===== src/rtl/jtopl_pkg.sv =====
// Shared definitions for the OPL phase generator: MULT factor tables, table
// selection encodings and the factor lookup function.
package jtopl_pkg;

  localparam int MULT_OPL    = 0;
  localparam int MULT_LINEAR = 1;

  // Factors are in half-units; the multiplier output is shifted right by one.
  typedef logic [4:0] factor_t;

  localparam factor_t FACTOR_OPL [16] = '{
    5'd1,  5'd2,  5'd4,  5'd6,  5'd8,  5'd10, 5'd12, 5'd14,
    5'd16, 5'd18, 5'd20, 5'd20, 5'd24, 5'd24, 5'd30, 5'd30
  };

  localparam factor_t FACTOR_LINEAR [16] = '{
    5'd1,  5'd2,  5'd4,  5'd6,  5'd8,  5'd10, 5'd12, 5'd14,
    5'd16, 5'd18, 5'd20, 5'd22, 5'd24, 5'd26, 5'd28, 5'd30
  };

  function automatic factor_t pg_factor(input int mode, input logic [3:0] mul);
    return (mode == MULT_LINEAR) ? FACTOR_LINEAR[mul] : FACTOR_OPL[mul];
  endfunction

endpackage


===== src/rtl/jtopl_pg_mul.sv =====
// Combinational MULT stage: scales the pure phase increment by the selected
// half-unit factor and drops the half bit, truncating to the accumulator width.
module jtopl_pg_mul
  import jtopl_pkg::*;
#(
  parameter int PIW       = 18,
  parameter int PHW       = 19,
  parameter int MULT_MODE = MULT_OPL
) (
  input  logic [PIW-1:0] phinc_pure,
  input  logic [3:0]     mul,
  output logic [PHW-1:0] inc
);

  // Wide enough for the full PIW+5 product and for the PHW-bit result after the shift.
  localparam int PW = (PIW + 5 > PHW + 1) ? PIW + 5 : PHW + 1;

  logic [PW-1:0] product;

  always_comb begin
    product = PW'(phinc_pure) * PW'(pg_factor(MULT_MODE, mul));
    inc     = PHW'(product >> 1);
  end

endmodule


===== src/rtl/jtopl_pg_acc.sv =====
// Time-multiplexed phase accumulator: a slot counter walks the operator slots,
// stage 1 registers the scaled increment, stage 2 updates that slot's phase.
module jtopl_pg_acc
  import jtopl_pkg::*;
#(
  parameter int SLOTS     = 18,
  parameter int PHW       = 19,
  parameter int PIW       = 18,
  parameter int OPW       = 10,
  parameter int MULT_MODE = MULT_OPL
) (
  input  logic                     clk,
  input  logic                     rst_n,
  input  logic                     cen,
  input  logic [PIW-1:0]           phinc_pure,
  input  logic [3:0]               mul,
  input  logic                     pg_rst,
  output logic [$clog2(SLOTS)-1:0] slot,
  output logic                     zero,
  output logic [OPW-1:0]           phase_op,
  output logic [$clog2(SLOTS)-1:0] op_slot
);

  localparam int SW = $clog2(SLOTS);

  logic [PHW-1:0] inc_next;
  logic [PHW-1:0] inc1;
  logic           rst1;
  logic [SW-1:0]  s1;
  logic [PHW-1:0] phase_new;
  logic [PHW-1:0] mem [SLOTS];

  jtopl_pg_mul #(
    .PIW       (PIW),
    .PHW       (PHW),
    .MULT_MODE (MULT_MODE)
  ) u_mul (
    .phinc_pure (phinc_pure),
    .mul        (mul),
    .inc        (inc_next)
  );

  // NOTE: sequential state uses non-blocking assignments so every register
  // samples pre-edge values regardless of block ordering.
  always_ff @(posedge clk or negedge rst_n) begin
    if (!rst_n) begin
      slot <= '0;
    end else if (cen) begin
      slot <= (slot == SW'(SLOTS - 1)) ? '0 : slot + 1'b1;
    end
  end

  assign zero = (slot == '0);

  always_ff @(posedge clk or negedge rst_n) begin
    if (!rst_n) begin
      inc1 <= '0;
      rst1 <= 1'b0;
      s1   <= '0;
    end else if (cen) begin
      inc1 <= inc_next;
      rst1 <= pg_rst;
      s1   <= slot;
    end
  end

  // Stage 1 holds a different slot than stage 2 writes, so no bypass is needed.
  always_comb begin
    phase_new = rst1 ? '0 : mem[s1] + inc1;
  end

  // NOTE: the phase array is reset explicitly because a reset mid-round must
  // discard every accumulated phase; this keeps it in flops rather than RAM.
  always_ff @(posedge clk or negedge rst_n) begin
    if (!rst_n) begin
      for (int i = 0; i < SLOTS; i++) mem[i] <= '0;
      phase_op <= '0;
      op_slot  <= '0;
    end else if (cen) begin
      mem[s1]  <= phase_new;
      phase_op <= phase_new[PHW-1 -: OPW];
      op_slot  <= s1;
    end
  end

endmodule


===== config.mk =====
export PLATFORM = sky130hd
export DESIGN_NAME = jtopl_pg_acc
export DESIGN_NICKNAME = d
export VERILOG_FILES = /design/src/rtl/jtopl_pkg.sv /design/src/rtl/jtopl_pg_mul.sv /design/src/rtl/jtopl_pg_acc.sv
export SDC_FILE = /design/constraint.sdc
export NUM_CORES = 1
export LEC_CHECK = 0
export CAP_MARGIN = 15
export CORE_ASPECT_RATIO = 1.5
export CORE_MARGIN = 4
export CORE_UTILIZATION = 60
export DETAILED_ROUTE_END_ITERATION = 6
export HOLD_SLACK_MARGIN = 0.02
export PLACE_DENSITY_LB_ADDON = 0.12
export SETUP_SLACK_MARGIN = 0.2
export SLEW_MARGIN = 25
export SYNTH_ARGS = -nofsm -noshare
export SYNTH_HDL_FRONTEND = slang
export SYNTH_SLANG_ARGS = --single-unit

===== constraint.sdc =====
create_clock -name clk -period 8.6 [get_ports clk]
set_input_delay 1.29 -clock clk [delete_from_list [all_inputs] [get_ports clk]]
set_output_delay 1.29 -clock clk [all_outputs]
set_load 0.05 [all_outputs]

==> flow_summary_export.csv, run 1 <==
group,metric,value,unit
place,hpwl,31200,um
clock_tree,cts_sinks,387,
critical_path,worst-path-max-fanout,21,
job,max-cap-violations,0,
global_routing,antenna_found_initial,0,
place,post_dp_cell_area,20700,sq um
synthesis,yosys.area.top_type,"dfrtp_1",
synthesis,synth_common_cells,"401 x nand2_1, 387 x dfrtp_1, 327 x o21ai_0",
floorplanning,row_count,81,
timing,rsz0062_at_grt,"no",
global_routing,grt_usage,0.274,
synthesis,yosysWarnings,0,
clock_tree,cts_root_buf,"clkbuf_16",
final_layout,fill_cells,2569,
routing,routed_wl,47600,um
critical_path,endpoint_kind,"flip-flop",
clock_tree,cts_hold_buf,0,
synthesis,synth.area.top_cells,"dfrtp_1 48%, mux4_2 8.2%, o21ai_0 8.2%",
synthesis,synthFlopType,"dfrtp_1",
floorplanning,core_area,32700,sq um
synthesis,yosysMostFrequentCell,"nand2_1",
worst_hold_path,min_from,"mem[214]$_DFFE_PN0P_",
floorplanning,ios,47,
place,io_buffers,46,
clock_tree,cts_max_level,2,
synthesis,synth_area,20000,sq um
timing,worst_pin_slew,0.980,ns
synthesis,synth-seq-cells,387,
routing,drt_iter0_drc,1069,
timing,finalHoldViolations,0,
synthesis,syn_nets,2020,
critical_path,worstSetupStartpoint,"mul[1]",
clock_tree,cts_tree,"built",
clock_tree,cts_made_buffers,38,
final_layout,finalNetCount,2007,
global_routing,grt_pass1_wl,78700,um
clock_tree,cts_max_path_buffers,3,
critical_path,critPathKind,"in2reg",
final_layout,drive_above_1_share,0.115,
worst_hold_path,holdCritPathClass,"reg2reg",
timing,min_period_over_period,0.638,
synthesis,syn_inst,1903,
synthesis,ys_seq_area_frac,0.484,
synthesis,ys_types,66,
power,power.density,364,nW/um^2
routing,wl_met2,24300,um
routing,drtAntennaViolNets,0,
critical_path,worstPathArrival,5.91,ns
routing,remaining_drc_errors,0,
floorplanning,initial_core_util,0.611,
final_layout,final_cell_area,21900,sq um
floorplanning,die_x,157,um
routing,avgViaCountPerCell,6.09,
timing,clock_skew,0.0141,ns
synthesis,synthArstFlopShare,1.00,
global_routing,grt_overflow_total,0,
critical_path,crit_required,9.02,ns
final_layout,diodes,0,
clock_tree,cts.reportedPaths.clkPinSlew,0.06,ns
power,finalPower,7.99,mW
timing,report.final.setup_viol,0,
clock_tree,cts_setup_buffers,0,
floorplanning,dieArea,36400,sq um
routing,met3WireLength,2210,um
critical_path,timing.rr.start,"s1[0]$_DFFE_PN0P_",
status,outcome,"finished clean",
place,place_congestion,0.892,
timing,fmax,182,MHz
routing,via_count,14200,
final_layout,syn2layout_area_growth,9.78,%
clock_tree,ctsResizeCount,0,
timing,relSlewSlack,0.345,
timing,layout_min_cycle_time,5.49,ns
power,leakagePower,9.95,nW
timing,tns,0,ns
synthesis,synth-edff-count,0,
routing,drt-met1-wl,19500,um
timing,slew_violations,0,
floorplanning,die_h,232,um
routing,wire_per_inst,20.4,um
synthesis,yosysTopAreaCellShare,0.484,
global_routing,grt_pass1_vias,14800,
clock_tree,clk_latency,0.54,ns
synthesis,avgSynthCellArea,10.5,sq um
routing,firstDrtPassIters,5,
power,peakVddDrop,0.000213,V
critical_path,critPathLaunchType,"primary input",
routing,top_layer,"met4",
global_routing,grt_start_max_net_pins,171,
-- power breakdown --
group | internal (mW) | switching (mW)
registers | 2.54 | 0.436
clock network | 0.956 | 0.691
logic | 1.31 | 2.06
-- registers in the layout, summed over array words and instances (netlist names) --
name	count
mem	342
rst1	1
inc1	19
phase_op	10
s1	5
slot	5
op_slot	5
-- through the flow --
step                      utilization  hold slack, ns  std cells  worst slack [ns]
final                           0.670           0.474       2331              3.11
after global routing            0.670           0.490       2331              2.66
after CTS                       0.670           0.478       2331              3.06
after detailed placement        0.633           0.465       2265              2.59
after global placement          0.633           0.456       2265              2.62
after floorplan                     -           0.444       1903              3.32
-- logic make-up after synthesis --
logic type / count (synthesis) / synth area share
AO/OA/AOI/OAI: 506 / 0.151
adder cells (fa/ha/maj): 91 / 0.0746
buffers and inverters: 192 / 0.0388
XOR/XNOR: 30 / 0.0148
multiplexers: 135 / 0.116
flip-flops: 387 / 0.484
AND/OR/NAND/NOR: 562 / 0.120
-- layout by cell type (no fill, tap or decap), drive strengths merged, types with 4 or more instances in the layout --
cell type      Yosys  layout
a211oi             6       6
a21o              11      11
a21oi             29      29
a22o              39      39
a22oi             19      19
a31oi              4       4
and2              43      43
and3               6       6
buf               23      34
clkbuf           108      61
clkdlybuf4s50      0      44
dfrtp            387     387
fa                47      47
ha                44      44
inv               61      61
mux2              36      36
mux2i             26      26
mux4              73      73
nand2            401     401
nand2b             7       7
nand3              8       8
nor2              47      47
nor2b             19      19
nor3               4       4
nor3b              7       7
o21a              13      13
o21ai            335     335
o221ai            19      19
o22ai              5       5
or3                7       7
xnor2             23      23
xor2               7       7
-- cell type report --
cell class	count	area [sq um]	share of cell area
Clock buffer	61	1200	0.0547
Multi-Input combinational cell	1324	9540	0.435
Timing Repair Buffer	78	726	0.0331
Sequential cell	387	9690	0.442
Clock inverter	5	33.8	0.00154
Tap cell	415	519	0.0237
Inverter	61	229	0.0104
-- worst max-delay path, cell delays in order --
cell and delay (ns):
clkdlybuf4s50_1 0.91, nand2_1 0.18, fa_1 0.59, fa_1 0.42
fa_1 0.50, inv_1 0.05, ha_1 0.32, a21o_1 0.18
a21oi_1 0.27, o21ai_0 0.26, a31o_2 0.28, a31oi_1 0.20
mux2i_1 0.10, a2111o_1 0.37
-- per-layer routing --
layer,GRT usage,up-vias
met3,0.0293,97
met2,0.471,364
li1,-,6607
met5,0.00420,-
met4,0.0912,0
met1,0.366,7139
-- worst paths after layout --
| kind | endpoint | slack [ns] | depth (start not counted) |
|---|---|---|---|
| min in group asynchronous | phase_op[0]$_DFFE_PN0P_ | 0.78 | 1 |
| setup reg to reg | mem[72]$_DFFE_PN0P_ | 3.11 | 15 |
| hold / removal | mem[214]$_DFFE_PN0P_ | 0.47 | 2 |
| setup / recovery | inc1[15]$_DFFE_PN0P_ | 3.11 | 14 |
| max in group asynchronous | mem[136]$_DFFE_PN0P_ | 6.42 | 2 |
| hold reg to reg | mem[214]$_DFFE_PN0P_ | 0.47 | 2 |
(Power assumes the default switching activity.)
==> inputs of run 2 (changes only) <==
==> constraint.sdc (replaced) <==
create_clock -name clk -period 5.27 [get_ports clk]
set_input_delay 0.7905 -clock clk [delete_from_list [all_inputs] [get_ports clk]]
set_output_delay 0.7905 -clock clk [all_outputs]
set_load 0.05 [all_outputs]
==> run 2 against run 1 <==
  * Clock power rose by 65%
  * First-iteration DRC count fell by 14%
  * Critical endpoint unchanged
  * Combinational power rose by 68%
  * Clock skew rose by 0.00066 ns
  * Sequential cell count did not move
  * Largest power group unchanged
  * Count of clock-buffer cells in the layout fell by 8
  * Die area did not move
  * Hold slack got worse by 0.33 ns
  * Global-route usage rose by 1.0 points
  * Power rose by 66%
  * Final cell count rose by 1.2%
  * Via count rose by 1.3%
==> flow_summary_export.csv, run 2 (synthesis results as in run 1) <==
group,metric,value,unit
status,outcome,"finished clean",
timing,clock_skew,0.0148,ns
final_layout,top_register,"mem",
timing,tns,0,ns
routing,drtAntennaViolNets,0,
critical_path,cpPeakStageDelay,0.64,ns
global_routing,grt_overflow_total,0,
timing,fmax,209,MHz
timing,relSlewSlack,0.373,
critical_path,crit_required,5.69,ns
place,place_congestion,0.908,
clock_tree,ctsResizeCount,0,
critical_path,cp_num_buf_inv,4,
final_layout,final_common_cell,"nand2_1",
final_layout,largest_reg_flops,342,
routing,routed_wl,49000,um
floorplanning,initial_core_util,0.611,
critical_path,cpMaxStageDelayCell,"clkdlybuf4s50_1",
critical_path,worstPathArrival,5.21,ns
floorplanning,die_x,157,um
final_layout,top_regs,"mem (342), inc1 (19), phase_op (10)",
floorplanning,row_count,81,
timing,slew_violations,0,
critical_path,worst-path-max-fanout,13,
clock_tree,cts_tree,"built",
final_layout,drive_above_1_share,0.128,
power,power.share.switching,0.399,
clock_tree,cts_max_path_buffers,3,
global_routing,grt_usage,0.284,
timing,layout_min_cycle_time,4.79,ns
routing,avgViaCountPerCell,6.10,
routing,remaining_drc_errors,0,
clock_tree,cts_hold_buf,0,
timing,finalHoldViolations,0,
place,hpwl,32500,um
job,max-cap-violations,0,
global_routing,grt_start_max_net_pins,129,
power,p_sw,5.29,mW
routing,firstDrtPassIters,5,
power,peakVddDrop,0.000310,V
critical_path,timing.rr.start,"s1[1]$_DFFE_PN0P_",
critical_path,endpoint_kind,"flip-flop",
power,power.density,597,nW/um^2
timing,report.final.setup_viol,0,
clock_tree,cts_root_buf,"clkbuf_16",
timing,fin_hold_ws,0.140,ns
timing,worst_pin_slew,0.938,ns
critical_path,critPathKind,"in2reg",
floorplanning,dieArea,36400,sq um
place,io_buffers,46,
final_layout,finalNetCount,2034,
global_routing,grt_pass1_wl,81500,um
power,leakagePower,10.1,nW
clock_tree,cts_sinks,387,
timing,rsz0062_at_grt,"no",
power,combPwrFrac,0.426,
routing,wire_per_inst,20.8,um
floorplanning,core_area,32700,sq um
final_layout,layout_common_cells,"399 x nand2_1, 385 x dfrtp_1, 327 x o21ai_0",
routing,drt_iter0_drc,921,
worst_hold_path,holdCritPathClass,"in2async",
critical_path,path_delay_family,"adder cells",
clock_tree,cts.reportedPaths.clkPinSlew,0.06,ns
clock_tree,clk_latency,0.54,ns
clock_tree,cts_max_level,2,
timing,min_period_over_period,0.908,
critical_path,critPathLaunchType,"primary input",
power,pwr-share-clk,0.205,
power,internal-power,7.97,mW
critical_path,crit_chain,"clkdlybuf4s50_1 -> buf_4 -> and2_1 -> fa_1 -> fa_1 -> inv_1 -> fa_1 -> inv_1 -> ha_1 -> nor4_1 -> o21ai_0 -> a31o_2 -> a31oi_1 -> mux2i_1 -> a2111o_1",
clock_tree,cts_made_buffers,38,
clock_tree,cts_setup_buffers,0,
global_routing,antenna_found_initial,0,
global_routing,grt_pass1_vias,15200,
critical_path,worstSetupStartpoint,"mul[1]",
final_layout,diodes,0,
final_layout,syn2layout_area_growth,11.2,%
power,pwr-share-seq,0.369,
floorplanning,ios,47,
floorplanning,die_h,232,um
critical_path,crit_top_cell,"fa_1",
routing,via_count,14400,
[run 2: cell count changes in the layout (fill, tap and decap cells not counted), sizes merged]
cell	previous run	this run
buf	34	61
clkbuf	61	53
clkinv	3	9
bufinv	0	3
inv	61	63
clkinvlp	2	1
[run 2: worst paths after layout]
| path | to | slack (ns) | depth (start not counted) |
|---|---|---|---|
| min in group clk | mem[51]$_DFFE_PN0P_ | 0.48 | 2 |
| hold / removal | mem[90]$_DFFE_PN0P_ | 0.14 | 1 |
| setup / recovery | inc1[15]$_DFFE_PN0P_ | 0.48 | 15 |
| max in group asynchronous | mem[136]$_DFFE_PN0P_ | 3.89 | 3 |
| setup reg to reg | mem[161]$_DFFE_PN0P_ | 0.63 | 14 |
| hold reg to reg | mem[51]$_DFFE_PN0P_ | 0.48 | 2 |
[run 2: power groups by stage]
stage | clock, mW | combinational, mW | sequential (mW)
2_1_floorplan | 0 | 3.94 | 4.84
3_3_place_gp | 0 | 5.47 | 4.84
3_5_place_dp | 0 | 5.60 | 4.93
4_1_cts | 2.77 | 5.65 | 4.89
5_1_grt | 2.88 | 6.27 | 5.03
6_report | 2.72 | 5.65 | 4.90
[run 2: metrics by stage]
step	cell area, sq um	worst slack [ns]	power, mW	std cells	util
after floorplan	20000	0.490	8.78	1903	-
after global placement	21000	0.0936	10.3	2291	0.640
after detailed placement	21000	-0.0516	10.5	2291	0.640
after CTS	22200	0.508	13.3	2359	0.678
after global routing	22200	0.247	14.2	2360	0.679
final	22200	0.482	13.3	2360	0.679
[run 2: area by class of cell]
| class | instances | area, sq um |
|---|---|---|
| timing repair buffer | 105 | 998 |
| fill | 2542 | 10500 |
| inverter | 61 | 229 |
| clock inverter | 15 | 179 |
| sequential | 387 | 9690 |
| clock buffer | 53 | 1060 |
| tap | 415 | 519 |
| multi-input combinational | 1324 | 9550 |
[run 2: metal layers]
layer	track usage	vias up	wire, um
met2	0.486	331	25200
li1	-	6663	-
met4	0.107	0	1970
met5	0	-	0
met3	0.0349	107	2070
met1	0.372	7284	19800
